File: src/rtl/uart_pkg.sv
// Shared types and constants for the UART receiver.
// Imported by the receiver top, its FIFO and the testbench.
package uart_pkg;

  typedef enum logic [2:0] {
    ST_IDLE,
    ST_START,
    ST_DATA,
    ST_PARITY,
    ST_STOP,
    ST_WAIT_HIGH
  } uart_state_t;

  localparam int PARITY_NONE = 0;
  localparam int PARITY_ODD  = 1;
  localparam int PARITY_EVEN = 2;

  localparam int DEF_CLKS_PER_BIT = 16;

endpackage

File: src/rtl/sync_fifo.sv
// Show-ahead synchronous FIFO with occupancy count.
// Full and empty are told apart by the extra pointer bit.
module sync_fifo
  import uart_pkg::*;
#(
  parameter int WIDTH = 8,
  parameter int DEPTH = 16
) (
  input  logic                     clk,
  input  logic                     rst,
  input  logic                     push,
  input  logic [WIDTH-1:0]         push_data,
  input  logic                     pop,
  output logic [WIDTH-1:0]         rd_data,
  output logic                     rd_valid,
  output logic                     full,
  output logic [$clog2(DEPTH):0]   count
);

  localparam int AW = $clog2(DEPTH);

  logic [WIDTH-1:0] mem [DEPTH];
  logic [AW:0]      wr_ptr;
  logic [AW:0]      rd_ptr;
  logic             empty;
  logic             do_push;
  logic             do_pop;

  assign count    = wr_ptr - rd_ptr;
  assign empty    = (wr_ptr == rd_ptr);
  assign full     = (wr_ptr[AW] != rd_ptr[AW]) &&
                    (wr_ptr[AW-1:0] == rd_ptr[AW-1:0]);
  assign rd_valid = !empty;
  assign do_pop   = pop && !empty;
  assign do_push  = push && (!full || do_pop);
  assign rd_data  = empty ? '0 : mem[rd_ptr[AW-1:0]];

  always_ff @(posedge clk) begin
    if (do_push) mem[wr_ptr[AW-1:0]] <= push_data;
  end

  always_ff @(posedge clk) begin
    if (!rst) begin
      wr_ptr <= '0;
      rd_ptr <= '0;
    end else begin
      if (do_push) wr_ptr <= wr_ptr + 1'b1;
      if (do_pop)  rd_ptr <= rd_ptr + 1'b1;
    end
  end

endmodule

File: src/rtl/uart_rx.sv
// UART receiver: synchroniser, mid-bit sampling FSM with
// optional parity, sticky error flags and a receive FIFO.
module uart_rx
  import uart_pkg::*;
#(
  parameter int CLKS_PER_BIT = DEF_CLKS_PER_BIT,
  parameter int DATA_BITS    = 8,
  parameter int PARITY       = PARITY_NONE,
  parameter int FIFO_DEPTH   = 16
) (
  input  logic                          clk,
  input  logic                          rst,
  input  logic                          rx,
  input  logic                          rd_en,
  input  logic                          err_clr,
  output logic [7:0]                    rd_data,
  output logic                          rd_valid,
  output logic [$clog2(FIFO_DEPTH):0]   count,
  output logic                          frame_err,
  output logic                          parity_err,
  output logic                          overrun
);

  localparam int CW = $clog2(CLKS_PER_BIT);
  localparam int BW = $clog2(DATA_BITS);
  localparam logic [CW-1:0] HALF = CW'(CLKS_PER_BIT / 2 - 1);
  localparam logic [CW-1:0] FULL = CW'(CLKS_PER_BIT - 1);
  localparam logic [BW-1:0] LAST = BW'(DATA_BITS - 1);

  uart_state_t          state;
  logic                 rx_meta;
  logic                 rx_sync;
  logic                 rx_prev;
  logic [CW-1:0]        cnt;
  logic [BW-1:0]        bit_idx;
  logic [DATA_BITS-1:0] shreg;
  logic                 par_bad;
  logic                 par_exp;
  logic                 tick;
  logic                 push;
  logic                 fifo_full;
  logic [DATA_BITS-1:0] fifo_q;

  always_ff @(posedge clk) begin
    if (!rst) begin
      rx_meta <= 1'b1;
      rx_sync <= 1'b1;
      rx_prev <= 1'b1;
    end else begin
      rx_meta <= rx;
      rx_sync <= rx_meta;
      rx_prev <= rx_sync;
    end
  end

  assign tick    = (cnt == '0);
  assign par_exp = (PARITY == PARITY_ODD) ? ~^shreg : ^shreg;
  assign push    = (state == ST_STOP) && tick &&
                   rx_sync && !par_bad;

  always_ff @(posedge clk) begin
    if (!rst) begin
      state      <= ST_IDLE;
      cnt        <= '0;
      bit_idx    <= '0;
      shreg      <= '0;
      par_bad    <= 1'b0;
      frame_err  <= 1'b0;
      parity_err <= 1'b0;
      overrun    <= 1'b0;
    end else begin
      // clear first so a same-cycle new error overrides it
      if (err_clr) begin
        frame_err  <= 1'b0;
        parity_err <= 1'b0;
        overrun    <= 1'b0;
      end
      if (push && fifo_full && !rd_en) overrun <= 1'b1;
      unique case (state)
        ST_IDLE: begin
          if (rx_prev && !rx_sync) begin
            state <= ST_START;
            cnt   <= HALF;
          end
        end
        ST_START: begin
          if (!tick) begin
            cnt <= cnt - 1'b1;
          end else if (!rx_sync) begin
            state   <= ST_DATA;
            cnt     <= FULL;
            bit_idx <= '0;
            par_bad <= 1'b0;
          end else begin
            state <= ST_IDLE;
          end
        end
        ST_DATA: begin
          if (!tick) begin
            cnt <= cnt - 1'b1;
          end else begin
            shreg   <= {rx_sync, shreg[DATA_BITS-1:1]};
            cnt     <= FULL;
            bit_idx <= bit_idx + 1'b1;
            if (bit_idx == LAST)
              state <= (PARITY != PARITY_NONE) ? ST_PARITY
                                               : ST_STOP;
          end
        end
        ST_PARITY: begin
          if (!tick) begin
            cnt <= cnt - 1'b1;
          end else begin
            par_bad <= (rx_sync != par_exp);
            cnt     <= FULL;
            state   <= ST_STOP;
          end
        end
        ST_STOP: begin
          if (!tick) begin
            cnt <= cnt - 1'b1;
          end else if (rx_sync) begin
            if (par_bad) parity_err <= 1'b1;
            state <= ST_IDLE;
          end else begin
            frame_err <= 1'b1;
            state     <= ST_WAIT_HIGH;
          end
        end
        ST_WAIT_HIGH: begin
          if (rx_sync) state <= ST_IDLE;
        end
        default: state <= ST_IDLE;
      endcase
    end
  end

  sync_fifo #(
    .WIDTH (DATA_BITS),
    .DEPTH (FIFO_DEPTH)
  ) u_fifo (
    .clk       (clk),
    .rst       (rst),
    .push      (push),
    .push_data (shreg),
    .pop       (rd_en),
    .rd_data   (fifo_q),
    .rd_valid  (rd_valid),
    .full      (fifo_full),
    .count     (count)
  );

  always_comb begin
    rd_data = '0;
    rd_data[DATA_BITS-1:0] = fifo_q;
  end

endmodule

File: config.mk
export PLATFORM = sky130hd
export DESIGN_NAME = uart_rx
export DESIGN_NICKNAME = d
export VERILOG_FILES = /design/src/rtl/uart_pkg.sv /design/src/rtl/sync_fifo.sv /design/src/rtl/uart_rx.sv
export SDC_FILE = /design/constraint.sdc
export NUM_CORES = 1
export LEC_CHECK = 0
export ABC_AREA = 1
export BUFFER_PORTS_ARGS = -buffer_cell sky130_fd_sc_hd__buf_2
export CAP_MARGIN = 20
export CORE_MARGIN = 3
export CORE_UTILIZATION = 36
export CTS_BUF_LIST = sky130_fd_sc_hd__clkbuf_16
export CTS_CLUSTER_DIAMETER = 40
export DETAILED_ROUTE_END_ITERATION = 8
export PLACE_DENSITY_LB_ADDON = 0.3
export SLEW_MARGIN = 20
export SYNTH_ARGS = -nofsm -noshare
export SYNTH_HDL_FRONTEND = slang
export SYNTH_SLANG_ARGS = --single-unit
File: constraint.sdc
create_clock -name clk -period 5.4 [get_ports clk]
set_input_delay 0.27 -clock clk [delete_from_list [all_inputs] [get_ports clk]]
set_output_delay 0.27 -clock clk [all_outputs]
set_load 0.05 [all_outputs]
---- Yosys cells after proc, flatten, opt, wreduce, memory -nomap -nowiden ----
Memory sizes are Yosys's and may differ from the RTL's. A register that Yosys moved wholly into a read port is not among the register bits.
Index checks and enable logic that the tools add are counted.
storage, ports and cells
  bits in registers ....................... 35
  memory bits (writable) .................. 128
  bits of input ports ..................... 5
  output and inout bits ................... 17
  logic and storage cells ................. 107
  memories ................................ 1
cells by class
  add/subtract/negate cells ............... 5
  equality and inequality tests ........... 20
  mux-type cells .......................... 40
  reduce and logical (&&, ||, !) cells .... 28
memories
  name        depth  bits a word  rd ports  clocked after Yosys merged registers in  write ports  line             text
  u_fifo.mem  16     8            1         1                                        1            sync_fifo.sv:22  logic [WIDTH-1:0] mem [DEPTH];
operators by type and width
  cell                   number
  $mux W3                11
  $mux W4                7
  $ne A2 B2 Y1 const B   9
  $pmux W3 S6            1
  $mux W1                16
  $pmux W4 S4            1
  $reduce_and A4 Y1      3
  $add A5 B1 Y5 const B  2
  $eq A3 B3 Y1 const B   3
  $logic_and A1 B1 Y1    9
  $mux W8                1
  $reduce_xor A8 Y1      1
  $reduce_and A7 Y1      1
  $eq A3 B2 Y1 const B   2
  $pmux W3 S2            1
  $reduce_bool A2 Y1     3
  $eq A5 B5 Y1           1
  $logic_not A1 Y1       5
  $sub A5 B5 Y5          1
  $eq A4 B4 Y1           1
  $logic_not A4 Y1       1
  $reduce_bool A4 Y1     1
  $sub A4 B1 Y4 const B  1
  $add A3 B1 Y3 const B  1
  9 further kinds        10

---- Depth between registers and ports, before layout ----
  depth in word-level cells ............... 7
  depth in mapped cells ................... 10

---- Modules after synthesis ----
From an unflattened synthesis, not the netlist that was laid out.
unflattened totals
  cells, all modules ...................... 729
  area total of the unflattened synthesis .. 7,373.3 um2
modules (own cells, without submodules)
  module     times used  cells each  area each (um2)  seq. area each (um2)
  sync_fifo  1           544         6,080.8          4,124.0
  uart_rx    1           185         1,292.5          500.5

---- Worst setup path after synthesis ----
OpenSTA, ideal clock, no wires.
  kind .................................... register -> output
  start ................................... reg u_fifo.rd_ptr[2]
  end ..................................... out rd_data[0]
  arrival ................................. 2,323 ps
  path slack .............................. 2,807 ps
  stages on the path, launching flop included .. 8
  path buffers ............................ 0
  path through ............................ dfxtp_1 inv_1 ha_1 nand2_1 nor2_1 nand3_1 inv_1 a21oi_1
on the way
  word-level cells in the longest chain between the ends .. 2
RTL lines
  item                      line             text
  start: declaration        sync_fifo.sv:24  logic [AW:0] rd_ptr;
  start signal: assignment  sync_fifo.sv:48  if (do_pop) rd_ptr <= rd_ptr + 1'b1;
  $eq A5 B5 Y1              sync_fifo.sv:30  assign empty = (wr_ptr == rd_ptr);
  $mux W8                   sync_fifo.sv:36  assign rd_data = empty ? '0 : mem[rd_ptr[AW-1:0]];
  end: declaration          uart_rx.sv:16    output logic [7:0] rd_data,
Every way passes these cells.

==> metrics <==
Mapped Cells 729; Req. time, crit path 5130 ps; detailed placer's ending HPWL 9720 µm; vias per cell 4.88; Critical Path Most Common Cell nand2_1; DRT iter0 DRCs 299; row count 51; HP Class primary input to flop; syn_nets 747; layout net count 761; R2R cell count 8; vias in the first global route 4669; GR Util All Layers 15.2%; Worst Path Buf+Inv 3; Root Driver clkbuf_16; core area 19600 µm²; P per Cell Area 378 nW/µm²; Largest stage delay, worst path 910 ps; startpoint types flop; Seq/Total Area, Yosys 64.1%; Final min period 3510 ps; maximum clock rate 0.285 GHz; 1st-pass router iterations 5; Synth Area in Compound Gates 4.20%; Setup Viol. Count Final 0; Post-CTS Hold Buffers 0; P_leak 3.22 nW; Global Route met2 Usage 23.1%; WL final 16000 µm; relative slew slack 34.2%; met3 usage 3.62%; CP Cell Sequence buf_4 -> clkinv_2 -> nand2_1 -> nand3_1 -> nand3_1 -> nand2_1 -> nand2_1 -> a21oi_1 -> buf_2; R2R Path End u_fifo.mem[2][7]$_DFFE_PP_; Final ANT Viol Nets 0; Seq cells post-synth 167; Port Buffer Count 21; Clock Skew 10.6 ps; final core utilization 41.8%; CP delay by family, top buffers and inverters; synth unique cells 26; antenna fix cells 0; # IOs 22; slew of the pin with the lowest slew margin 984 ps; critical path type flop to output port; async set-reset flop share out of synthesis 0%; post-CTS setup buffers 0; clk slew on worst S/H paths 60 ps; CP Capture Type output port; first-pass GRT wire length 25500 µm; status finished, final reports clean; # DRC 0; Levels on crit path 9; Max Buffers Root-to-Sink 2; mux cell area share after synthesis 0%; Die Ht 148 µm; Synth Flop Type edfxtp_1; Setup TNS 0 ps; met1 GRT Util 21.8%; FF-to-FF Start u_fifo.wr_ptr[2]$_SDFFE_PN0P_; largest net degree at the start of global routing 66; CTS tree built; final hold violations 0; syn_area_per_cell 9.89 µm²; CTS H-tree lvls 4; worst min-delay path startpoint rx; main combinational cell family by area after synthesis simple AND/OR/NAND/NOR gates; Die X 148 µm; EDFF count, synth 128; most used routing layer met2; mapped cell area 7210 µm²; Arr. time, crit path 3240 ps; fraction of layout cells with a size suffix above 1 9.79%; global route overflow 0; Post-Synth Simple-Gate Area 23.9%; starting density of the core 36.8%; Clock Sinks 167; Ys Warns 0; CP Max Fanout 65; Die Area 21800 µm²; hold path cells 2; TritonCTS Buffers 17; peak supply drop 0.224 mV; reported max-cap violation count 0; Area Overhead vs Synth 13.5%; Slowest-stage cell, CP clkinv_2; FF-to-FF setup slack 2590 ps; fin crit share 65.1%; via count 4978; post-synthesis adder-cell area fraction 2.36%; Fill cells 1920; fin. max-slew vios 0; CTS resizes 0; Placer Congestion 0.805; RSZ-0062 raised after global routing no; clk_lat worst skew 430 ps; Worst Hold End rx_meta$_SDFF_PN1_; initial antenna violation count 0; per-cell routed wire length 15.7 µm; XOR/XNOR Fraction of Synth Area 1.21%
==> metrics by stage <==
stage	setup slack (ps)	power (mW)	instances	hold slack, ps	instance area [µm²]
4_1_cts	2050	3.11	1021	14.8	8180
6_report	1890	3.09	1021	32.9	8190
5_1_grt	1580	3.21	1021	24.8	8190
3_5_place_dp	2510	1.81	989	401	7540
3_3_place_gp	2530	1.81	989	395	7540
2_1_floorplan	2810	1.73	729	377	7210
==> Yosys cell counts, types with 2 or more instances <==
| cell type | instances | area share (%) |
|---|---|---|
| dfxtp_1 | 39 | 11 |
| nand3_1 | 115 | 8.0 |
| inv_2 | 6 | 0.31 |
| nand2_1 | 234 | 12 |
| inv_1 | 42 | 2.2 |
| clkbuf_1 | 17 | 0.89 |
| xnor2_1 | 3 | 0.36 |
| nand2_2 | 6 | 0.52 |
| or2_2 | 2 | 0.17 |
| nand4_1 | 5 | 0.43 |
| o21ai_0 | 21 | 1.5 |
| buf_2 | 11 | 0.76 |
| edfxtp_1 | 128 | 53 |
| xor2_1 | 7 | 0.85 |
| a21oi_1 | 38 | 2.6 |
| nor2_1 | 34 | 1.8 |
| ha_1 | 12 | 2.1 |
==> worst max-delay path by stage <==
stage,to,slack [ps]
3_5_place_dp,rd_data[0],2510
3_3_place_gp,rd_data[0],2530
6_report,rd_data[2],1890
5_1_grt,rd_data[3],1580
2_1_floorplan,rd_data[0],2810
4_1_cts,rd_data[0],2050
==> sequential cells by signal (all words and copies together) (netlist names), named ones only <==
register       flops
rx_sync            1
state              3
rx_prev            1
overrun            1
u_fifo.wr_ptr      5
rx_meta            1
bit_idx            3
shreg              8
cnt                4
u_fifo.rd_ptr      5
u_fifo.mem       128
parity_err         1
par_bad            1
frame_err          1
==> kinds of logic (layout without fill, tap and decap cells) <==
kind of cell	Yosys count	after routing
flops	167	167
compound gates	60	60
simple gates	403	403
buf+inv	76	103
fa+ha+maj	13	13
xor+xnor	10	10
==> cell usage in the layout (no fill, tap or decap), drive strengths merged, types with 3 or more instances in the layout <==
master	instances
nand2	240
edfxtp	128
nand3	116
inv	52
dfxtp	39
a21oi	38
nor2	36
buf	23
o21ai	21
clkbuf	17
ha	12
xor2	7
clkinv	6
nand4	5
bufinv	4
xnor2	3
==> power breakdown <==
group | total, mW | internal (mW) | switching (mW)
Sequential | 1.40 | 1.38 | 0.0169
Combinational | 0.386 | 0.101 | 0.285
Clock | 1.30 | 0.786 | 0.519
Total | 3.09 | 2.27 | 0.821
==> per-layer routing <==
metal / vias to the layer above / wire length [µm]
met3: 14 / 797
met4: 0 / 144
met1: 2341 / 7680
met2: 126 / 7360
met5: - / 0
li1: 2497 / -
==> area by class of cell <==
class	instances	area, µm²	share of cell area, %
sequential	167	4630	56.5
inverter	48	181	2.22
clock buffer	17	425	5.20
clock inverter	15	215	2.63
timing repair buffer	23	120	1.47
tap	265	332	4.05
multi-input combinational	486	2290	27.9
No activity file was read; power rests on OpenSTA's default activity.
